<file path="src/rtl/proc_pkg.sv">
// Shared processor definitions: opcode values, instruction field positions, bubble word.
package proc_pkg;

  localparam int unsigned INSTR_W = 32;
  localparam int unsigned OP_W    = 5;
  localparam int unsigned REG_W   = 5;

  // Field bit positions within an instruction word
  localparam int unsigned OP_MSB = 31;
  localparam int unsigned OP_LSB = 27;
  localparam int unsigned RD_MSB = 26;
  localparam int unsigned RD_LSB = 22;
  localparam int unsigned RS_MSB = 21;
  localparam int unsigned RS_LSB = 17;
  localparam int unsigned RT_MSB = 16;
  localparam int unsigned RT_LSB = 12;

  localparam logic [OP_W-1:0] OPC_ALU  = OP_W'(0);
  localparam logic [OP_W-1:0] OPC_ADDI = OP_W'(5);
  localparam logic [OP_W-1:0] OPC_SW   = OP_W'(7);
  localparam logic [OP_W-1:0] OPC_LW   = OP_W'(8);

  // Word loaded into D/X when a bubble is inserted
  localparam logic [INSTR_W-1:0] NOP_WORD = 32'h0000_0000;

endpackage : proc_pkg

</file>
<file path="src/rtl/hazard_detect.sv">
// Load-use hazard compare between the D/X instruction and the F/D instruction.
// Only rs is a true source for LW/ADDI/SW; rt is a source only for ALU ops.
// An SW store-data register (rd) is not compared: the M-stage bypass serves it.
module hazard_detect
  import proc_pkg::*;
#(
  parameter int unsigned DATA_W = 32
) (
  input  logic [DATA_W-1:0] dx_ir,
  input  logic              dx_valid,
  input  logic [DATA_W-1:0] fd_ir,
  output logic              hazard
);

  logic [OP_W-1:0]  w_dx_op;
  logic [REG_W-1:0] w_dx_rd;
  logic [OP_W-1:0]  w_fd_op;
  logic [REG_W-1:0] w_fd_rs;
  logic [REG_W-1:0] w_fd_rt;
  logic             w_unused_bits;

  assign w_dx_op = dx_ir[OP_MSB:OP_LSB];
  assign w_dx_rd = dx_ir[RD_MSB:RD_LSB];
  assign w_fd_op = fd_ir[OP_MSB:OP_LSB];
  assign w_fd_rs = fd_ir[RS_MSB:RS_LSB];
  assign w_fd_rt = fd_ir[RT_MSB:RT_LSB];

  // Fields that play no part in the compare
  assign w_unused_bits = ^{dx_ir[RS_MSB:0], fd_ir[RD_MSB:RD_LSB], fd_ir[RT_LSB-1:0]};

  // Hazard when a valid LW writing a nonzero register feeds a source of the F/D op
  always_comb begin
    hazard = 1'b0;
    if (dx_valid && (w_dx_op == OPC_LW) && (w_dx_rd != '0)) begin
      if (w_fd_rs == w_dx_rd) begin
        hazard = 1'b1;
      end else if ((w_fd_op == OPC_ALU) && (w_fd_rt == w_dx_rd)) begin
        hazard = 1'b1;
      end
    end
  end

endmodule : hazard_detect

</file>
<file path="src/rtl/dx_stage_ctrl.sv">
// D/X pipeline register with load-use bubble insertion, flush and a saturating
// load-use stall counter. Optional multdiv hold enabled by MULTDIV_STALL_EN.
module dx_stage_ctrl
  import proc_pkg::*;
#(
  parameter int unsigned DATA_W = 32,
  parameter int unsigned CNT_W  = 16
) (
  input  logic              clock,
  input  logic              resetn,
  input  logic [DATA_W-1:0] fd_ir,
  input  logic [DATA_W-1:0] fd_pc,
  input  logic [DATA_W-1:0] rf_a,
  input  logic [DATA_W-1:0] rf_b,
  input  logic              flush,
`ifdef MULTDIV_STALL_EN
  input  logic              md_busy,
`endif
  output logic [DATA_W-1:0] dx_ir,
  output logic [DATA_W-1:0] dx_pc,
  output logic [DATA_W-1:0] dx_a,
  output logic [DATA_W-1:0] dx_b,
  output logic              dx_valid,
  output logic              stall_fd,
  output logic [CNT_W-1:0]  stall_count
);

  localparam logic [CNT_W-1:0] CNT_MAX = '1;

  logic [DATA_W-1:0] r_dx_ir;
  logic [DATA_W-1:0] r_dx_pc;
  logic [DATA_W-1:0] r_dx_a;
  logic [DATA_W-1:0] r_dx_b;
  logic              r_dx_valid;
  logic [CNT_W-1:0]  r_stall_count;

  logic w_hazard;
  logic w_md_hold_req;
  logic w_hold;
  logic w_bubble;
  logic w_kill;

  hazard_detect #(
    .DATA_W (DATA_W)
  ) u_hazard_detect (
    .dx_ir    (r_dx_ir),
    .dx_valid (r_dx_valid),
    .fd_ir    (fd_ir),
    .hazard   (w_hazard)
  );

`ifdef MULTDIV_STALL_EN
  assign w_md_hold_req = md_busy;
`else
  assign w_md_hold_req = 1'b0;
`endif

  // Priority: flush, then multdiv hold, then load-use bubble, else advance
  assign w_hold   = !flush && w_md_hold_req;
  assign w_bubble = !flush && !w_md_hold_req && w_hazard;
  assign w_kill   = flush || w_bubble;
  assign stall_fd = w_hold || w_bubble;

  // D/X pipeline register: bubble on flush or load-use, freeze on hold
  always_ff @(posedge clock or negedge resetn) begin
    if (!resetn) begin
      r_dx_ir    <= '0;
      r_dx_pc    <= '0;
      r_dx_a     <= '0;
      r_dx_b     <= '0;
      r_dx_valid <= 1'b0;
    end else if (w_kill) begin
      r_dx_ir    <= DATA_W'(NOP_WORD);
      r_dx_pc    <= '0;
      r_dx_a     <= '0;
      r_dx_b     <= '0;
      r_dx_valid <= 1'b0;
    end else if (!w_hold) begin
      r_dx_ir    <= fd_ir;
      r_dx_pc    <= fd_pc;
      r_dx_a     <= rf_a;
      r_dx_b     <= rf_b;
      r_dx_valid <= 1'b1;
    end
  end

  // Saturating count of load-use bubbles only
  always_ff @(posedge clock or negedge resetn) begin
    if (!resetn) begin
      r_stall_count <= '0;
    end else if (w_bubble && (r_stall_count != CNT_MAX)) begin
      r_stall_count <= r_stall_count + CNT_W'(1);
    end
  end

  assign dx_ir       = r_dx_ir;
  assign dx_pc       = r_dx_pc;
  assign dx_a        = r_dx_a;
  assign dx_b        = r_dx_b;
  assign dx_valid    = r_dx_valid;
  assign stall_count = r_stall_count;

endmodule : dx_stage_ctrl

</file>
<file path="config.mk">
export PLATFORM = sky130hd
export DESIGN_NAME = dx_stage_ctrl
export DESIGN_NICKNAME = d
export VERILOG_FILES = /design/src/rtl/proc_pkg.sv /design/src/rtl/hazard_detect.sv /design/src/rtl/dx_stage_ctrl.sv
export SDC_FILE = /design/constraint.sdc
export NUM_CORES = 1
export LEC_CHECK = 0
export BUFFER_PORTS_ARGS = -buffer_cell sky130_fd_sc_hd__buf_2
export CAP_MARGIN = 15
export CORE_MARGIN = 5
export CORE_UTILIZATION = 40
export CTS_BUF_LIST = sky130_fd_sc_hd__clkbuf_2
export CTS_CLUSTER_DIAMETER = 100
export DETAILED_ROUTE_END_ITERATION = 10
export GPL_TIMING_DRIVEN = 0
export PLACE_DENSITY = 0.8
export SLEW_MARGIN = 20
export SYNTH_ARGS = -nofsm -noshare
export SYNTH_HDL_FRONTEND = slang
export SYNTH_SLANG_ARGS = --single-unit
export TNS_END_PERCENT = 20
</file>
<file path="constraint.sdc">
create_clock -name clock -period 2.2 [get_ports clock]
set_input_delay 0.44 -clock clock [delete_from_list [all_inputs] [get_ports clock]]
set_output_delay 0.44 -clock clock [all_outputs]
set_load 0.01 [all_outputs]
</file>
==> results of run 1 <==
## report_power, final
| group | total (mW) | switching [mW] | internal, mW | leakage (nW) |
|---|---|---|---|---|
| Sequential | 2.83 | 0.0450 | 2.79 | 1.87 |
| Clock | 1.35 | 0.952 | 0.400 | 0.116 |
| Combinational | 0.786 | 0.348 | 0.438 | 2.49 |
| Total | 4.97 | 1.34 | 3.63 | 4.47 |
## flip-flops by register name, summed over array words and instances, names as in the netlist
name / cells
stall_count: 16
dx_valid: 1
dx_a: 32
dx_pc: 32
dx_ir: 32
dx_b: 32
## layer usage
metal  GRT usage (%)  part of all wire, %  wire [µm]  vias to the layer above
met5               0                    0          0                        -
met4            10.4                  3.4        567                        0
met3            6.91                  8.1       1360                       54
met2            40.8                   53       8940                      233
met1            22.8                   35       5960                     2186
li1                -                    -          -                     2036
## area by class of cell
type	instances	area, µm²
Clock inverter	14	116
Sequential cell	145	3630
Multi-Input combinational cell	206	1410
Tap cell	172	215
Buffer	14	160
Fill cell	865	4120
Timing Repair Buffer	418	2820
Inverter	2	7.51
Clock buffer	18	90.1
## final timing paths
check | cells after the start | slack [ns] | endpoint
worst max-delay path | 7 | -0.45 | stall_fd
worst min-delay path | 3 | 0.15 | stall_count[13]
worst max register to register | 8 | -0.04 | stall_count[12]
worst min register to register | 1 | 0.52 | stall_count[11]
max in group asynchronous | 3 | 1.21 | dx_ir[0]
min in group asynchronous | 2 | 0.23 | dx_b[24]
## cells by family (layout without fill, tap and decap cells)
kind of cell	after synthesis	after routing	share of synthesized area [%]
multiplexers	2	2	0.440
buffers and inverters	16	466	2.96
flip-flops	145	145	70.9
AND/OR/NAND/NOR	174	174	20.5
adder cells (fa/ha/maj)	1	1	0.244
XOR/XNOR	23	23	3.93
AO/OA/AOI/OAI	6	6	1.10
## worst max-delay path: cells and delay by family (launching register included)
family | cells | cell delay (ns)
AND/OR/NAND/NOR | 3 | 0.49
AO/OA/AOI/OAI | 1 | 0.11
flip-flops | 1 | 0.46
buffers and inverters | 2 | 0.29
XOR/XNOR | 1 | 0.16
## stage by stage
step / cells / total power, mW / hold slack (ns) / TNS (ns)
after floorplan: 367 / 3.09 / 0.144 / 0
after CTS: 984 / 5.00 / 0.0379 / -0.691
after detailed placement: 816 / 3.44 / 0.400 / -24.52
after global placement: 815 / 3.41 / 0.481 / -177.38
final: 989 / 4.97 / 0.154 / -0.518
after global routing: 989 / 5.22 / 0.0637 / -6.98
## synthesized netlist by cell type, types with 2 or more instances
master	number	share of area [%]
sky130_fd_sc_hd__and2_1	128	16
sky130_fd_sc_hd__nor3_1	8	0.78
sky130_fd_sc_hd__nand3_1	4	0.39
sky130_fd_sc_hd__xor2_1	12	2.1
sky130_fd_sc_hd__or3_1	2	0.24
sky130_fd_sc_hd__nand4_1	4	0.49
sky130_fd_sc_hd__nor2_1	5	0.37
sky130_fd_sc_hd__buf_4	2	0.29
sky130_fd_sc_hd__and3_1	2	0.24
sky130_fd_sc_hd__xnor2_1	11	1.9
sky130_fd_sc_hd__nor4_1	4	0.49
sky130_fd_sc_hd__inv_1	2	0.15
sky130_fd_sc_hd__nand2_1	11	0.81
sky130_fd_sc_hd__buf_6	11	2.4
sky130_fd_sc_hd__dfrtp_1	145	71
## repair_timing
item | 4_1_cts | 5_1_grt
cloned | 0 | 1
hold buffers | 129 | 0
gates resized for setup | 13 | 5
pin swaps | 2 | 7
hold endpoints to repair | 189 | 0
setup buffers | 7 | 4
setup endpoints to repair | 118 | 119
==> results.toml, run 1 <==
[yosys]
synth_cell_types = 31
synth.net_count = 499
ys_dominant_reg_cell = "sky130_fd_sc_hd__dfrtp_1"
synth-warning-count = 0
async_flop_share_pct = 100
synth_edf_count = 0
netlist_instances = 367
yosysSeqAreaShare_pct = 70.9
ys_seq_elements = 145
synth_area_um2 = 5120
synth.avg_cell_area_um2 = 14.0

[timing]
final_worst_setup_slack_ns = -0.449
timing.final.max_slew_violations = 0
timing_worst_slew_pin_value_ns = 0.476
rsz0062_at_grt = "yes"
final.period_utilization_pct = 120
timing.fmax_mhz = 377
worst_slew_margin_rel_pct = 68.3
clock-skew-final_ns = 0.0365
post-route-min-period_ns = 2.65
setup-violations-final = 3
timing_hold_violations_final = 0

[die]
die-width_um = 123
boundaryPins = 277
dieArea_um2 = 15200
die_h_um = 123
core_um2 = 12600
floorplan.initialDensity_pct = 40.7
placementRows = 41

[finish]
fin_util_pct = 67.2
layout.cells.most_common = "sky130_fd_sc_hd__buf_2"
most-common-layout-cells = "sky130_fd_sc_hd__buf_2, sky130_fd_sc_hd__dfrtp_1, sky130_fd_sc_hd__dlygate4sd3_1, sky130_fd_sc_hd__and2_1, sky130_fd_sc_hd__clkbuf_2"
area_growth_pct = 64.9
antennaDiodeCount = 0
finish.net_count = 936
drive_gt1_share_pct = 42.7
post-route-cell-area_um2 = 8440

[critical_path]
critical_path_required_ns = 1.76
critical_path.startpoint = "dx_ir[24]"
critical_path.startpoint_type = "register"
crit_path_end_kind = "output pin"
crit_path_max_incr_delay_ns = 0.46
worst_r2r_startpoint = "dx_ir[24]"
worst_path_max_delay_cell = "sky130_fd_sc_hd__dfrtp_1"
cell_breakdown_of_the_critical_path = "buf_4 -> xnor2_1 -> nand3_1 -> nor3_4 -> o21bai_4 -> nor2_1 -> buf_2"
timing.critical_path.fanout_max = 3
critPathArrivalTime_ns = 2.21
path_class = "register to output pin"

[drt]
drt_iter0_markers = 185
wire_length_per_cell_um = 17.0
remaining_drc_errors = 0
first_pass_iters = 4
wire_length_after_detailed_routing_um = 16800
vias_per_cell = 4.56
via_count = 4509
ant_nets = 0

[job]
drv.max_cap_violation_count = 0

[placement]
hpwlAfterDp_um = 10600
gp_routability_congestion = 0.833
dpl_worst_slack_ns = -0.227
total_placed_instance_area_um2 = 6760
numPortBuffers = 276

[global_route]
grt_start_max_net_pins = 85
grt_first_pass_wirelength_um = 25100
grt_overflow = 0
track_usage_pct = 22.2
first_global_vias = 4975
grt_antenna_before_repair = 0

[clock_network]
clkLatencyLatePin_ns = 0.70
ctsHtreeMaxLevel = 4
clk_transition_reported_paths_ns = 0.22
numCtsBuffers = 17
cts_root_buf = "sky130_fd_sc_hd__clkbuf_2"
clock_tree_from_tritoncts = "done"
clock_sink_count = 145
cts_buffer_depth = 2

[pwr]
vdd.ir_drop.worst_mv = 0.317
powerDensity_nw_per_um2 = 589
static_power_due_to_leakage_nw = 4.47

[worst_hold_path]
hold_path.startpoint = "flush"
worst_min_delay_path_class = "input pin to register"

[outcome]
status = "finished, violations left"
failed_checks = "setup timing"
Note: power is estimated with default switching activity, not from simulation.
==> run 2, diff against run 1 <==
Settings changed: CORE_UTILIZATION 40 to 46, MAX_ROUTING_LAYER set to met4, PLACE_DENSITY 0.8 to 0.89, SYNTH_HIERARCHICAL set to 1.
==> run 2 against run 1 <==
The run still ends with setup timing left. Sequential share of layout area grew 0.19 points. First-iteration DRC count up 57%. Combinational power decreased by 4.3%. Utilization increased by 11 points. Flip-flop and latch count stayed put. Clock power rose by 4%. Die area down 13%.
==> results.toml, run 2 <==
[outcome]
status = "finished, violations left"
failed_checks = "setup timing"

[placement]
dpl_worst_slack_ns = -0.537
gp_routability_congestion = 0.874
numPortBuffers = 276
hpwlAfterDp_um = 10600
placed_cell_count = 779

[yosys]
synth_commonest_cells = "sky130_fd_sc_hd__dfrtp_1, sky130_fd_sc_hd__and2_1, sky130_fd_sc_hd__xor2_1, sky130_fd_sc_hd__clkbuf_1, sky130_fd_sc_hd__nor3_1"
async_flop_share_pct = 100
synth-warning-count = 6
ys_dominant_reg_cell = "sky130_fd_sc_hd__dfrtp_1"
synth.net_count = 494
ys_seq_elements = 145
synth_largest_area_cell = "sky130_fd_sc_hd__dfrtp_1"
netlist_instances = 362
synth_top_cells_by_area = "sky130_fd_sc_hd__dfrtp_1, sky130_fd_sc_hd__and2_1, sky130_fd_sc_hd__xor2_1, sky130_fd_sc_hd__clkbuf_1, sky130_fd_sc_hd__xnor2_1"
yosysSeqAreaShare_pct = 72.2
synth_edf_count = 0
most_used_standard_cell_by_instance_count_after_synthesis = "sky130_fd_sc_hd__dfrtp_1"
synth.avg_cell_area_um2 = 13.9
synth_cell_types = 31
synth_area_um2 = 5030
share_of_yosys_cell_area_claimed_by_the_top_area_cell_type_pct = 72.2

[global_route]
grt_antenna_before_repair = 1
grt_first_pass_wirelength_um = 26900
grt_overflow = 0
first_global_vias = 5073
grt_start_max_net_pins = 76
track_usage_pct = 28.2

[pwr]
powerDensity_nw_per_um2 = 594
clock_power_share_pct = 28.1
internal-power_mw = 3.62
power.net_switching_mw = 1.38
share_of_total_power_in_combinational_logic_pct = 15.1
vdd.ir_drop.worst_mv = 0.446
static_power_due_to_leakage_nw = 4.53
seqPwrFrac_pct = 56.8
switching_share_pct = 27.5

[critical_path]
critPathArrivalTime_ns = 2.22
timing.reg2reg.worst_path_depth = 12
timing.critical_path.fanout_max = 2
path_class = "register to output pin"
crit_path_end_kind = "output pin"
critical_path.startpoint_type = "register"
critical_path_required_ns = 1.76

[timing]
timing_worst_slew_pin_value_ns = 1.08
rsz0062_at_grt = "yes"
clock-skew-final_ns = 0.0454
timing.fmax_mhz = 375
final_worst_setup_slack_ns = -0.465
finalHoldWorstSlack_ns = 0.226
worst_slew_margin_rel_pct = 27.7
timing.final.max_slew_violations = 0
timing_hold_violations_final = 0
setup-violations-final = 50
post-route-min-period_ns = 2.66
final.period_utilization_pct = 121

[worst_hold_path]
worst_min_delay_path_class = "input pin to asynchronous set/reset pin"

[die]
placementRows = 38
dieArea_um2 = 13100
core_um2 = 10800
boundaryPins = 277
die_h_um = 115
floorplan.initialDensity_pct = 46.6
die-width_um = 115

[clock_network]
numCtsBuffers = 17
clock_tree_from_tritoncts = "done"
clkLatencyLatePin_ns = 0.69
cts_buffer_depth = 2
clk_transition_reported_paths_ns = 0.24
clock_sink_count = 145
ctsHtreeMaxLevel = 4
cts_root_buf = "sky130_fd_sc_hd__clkbuf_2"

[drt]
vias_per_cell = 4.82
first_pass_iters = 5
remaining_drc_errors = 0
ant_nets = 0
wire_length_per_cell_um = 19.0
via_count = 4599
wire_length_after_detailed_routing_um = 18200
drt_iter0_markers = 290

[finish]
fin_util_pct = 77.9
layout.cells.most_common = "sky130_fd_sc_hd__buf_2"
drive_gt1_share_pct = 44.0
most-common-layout-cells = "sky130_fd_sc_hd__buf_2, sky130_fd_sc_hd__dfrtp_1, sky130_fd_sc_hd__dlygate4sd3_1, sky130_fd_sc_hd__and2_1, sky130_fd_sc_hd__clkbuf_2"
area_growth_pct = 67.2
finish.net_count = 933
final_cell_count_no_fill = 955

[job]
drv.max_cap_violation_count = 0
[run 2: changes by cell type after synthesis, sizes merged, moves of 2 or more]
cell	delta
o211ai	-2
nand4	+3
or3	-2
xor2	+6
buf	-14
xnor2	-6
nand2	-5
nor3b	+2
clkbuf	+14
[run 2: per-layer routing]
layer	track usage [%]	routed length [µm]
met5	-	0
met2	48.5	9660
met4	12.8	641
met1	29.5	6350
met3	8.93	1510
[run 2: layout make-up]
| cell class | count | area, µm² |
|---|---|---|
| Sequential cell | 145 | 3630 |
| Inverter | 1 | 3.75 |
| Multi-Input combinational cell | 202 | 1480 |
| Antenna cell | 1 | 2.50 |
| Fill cell | 629 | 2390 |
| Buffer | 14 | 77.6 |
| Tap cell | 140 | 175 |
| Clock inverter | 12 | 113 |
| Timing Repair Buffer | 420 | 2830 |
| Clock buffer | 20 | 100 |
[run 2: logic make-up after synthesis]
logic type / Yosys count / synth area share, %
AND/OR/NAND/NOR: 172 / 21.5
XOR/XNOR: 23 / 4.01
AO/OA/AOI/OAI: 5 / 0.647
multiplexers: 1 / 0.299
adder cells (fa/ha/maj): 1 / 0.249
buffers and inverters: 15 / 1.12
flip-flops: 145 / 72.2
[run 2: per-stage QoR]
stage | area (µm²) | power [mW] | TNS (ns)
3_5_place_dp | 6660 | 3.41 | -42.83
5_1_grt | 8410 | 5.22 | -14.14
3_3_place_gp | 6620 | 3.38 | -194.15
4_1_cts | 8240 | 4.98 | -1.07
2_1_floorplan | 5060 | 3.07 | -0.944
6_report | 8410 | 5.00 | -2.48
[run 2: worst paths after layout]
kind                           startpoint         endpoint  slack, ns
max                             dx_ir[31]         stall_fd      -0.46
min                                resetn        dx_ir[14]       0.23
max reg2reg                     dx_ir[31]  stall_count[13]      -0.23
min reg2reg                stall_count[2]   stall_count[2]       0.55
max in group asynchronous          resetn          dx_b[5]       1.20
min in group clock                  flush         dx_valid       0.23
[run 2: what timing repair did]
action | CTS | global route
hold buffers | 129 | 0
endpoints found under the hold margin | 198 | 0
endpoints found under the setup margin | 120 | 134
pin swaps | 2 | 15
resized for setup | 18 | 20
setup buffers | 5 | 10
[run 2: power by group through the flow]
stage | combinational [mW] | sequential [mW] | clock, mW
2_1_floorplan | 0.121 | 2.95 | 0
3_3_place_gp | 0.505 | 2.87 | 0
3_5_place_dp | 0.532 | 2.88 | 0
4_1_cts | 0.722 | 2.83 | 1.42
5_1_grt | 0.812 | 2.85 | 1.56
6_report | 0.752 | 2.84 | 1.41
[run 2: critical path, cell delays in order, from the launching register on]
cell and delay [ns]:
sky130_fd_sc_hd__dfrtp_1 0.46, sky130_fd_sc_hd__nand4bb_1 0.23, sky130_fd_sc_hd__nor3_1 0.28, sky130_fd_sc_hd__o21ai_2 0.10, sky130_fd_sc_hd__a21oi_2 0.17, sky130_fd_sc_hd__nand2b_1 0.12
sky130_fd_sc_hd__inv_2 0.09, sky130_fd_sc_hd__buf_6 0.10
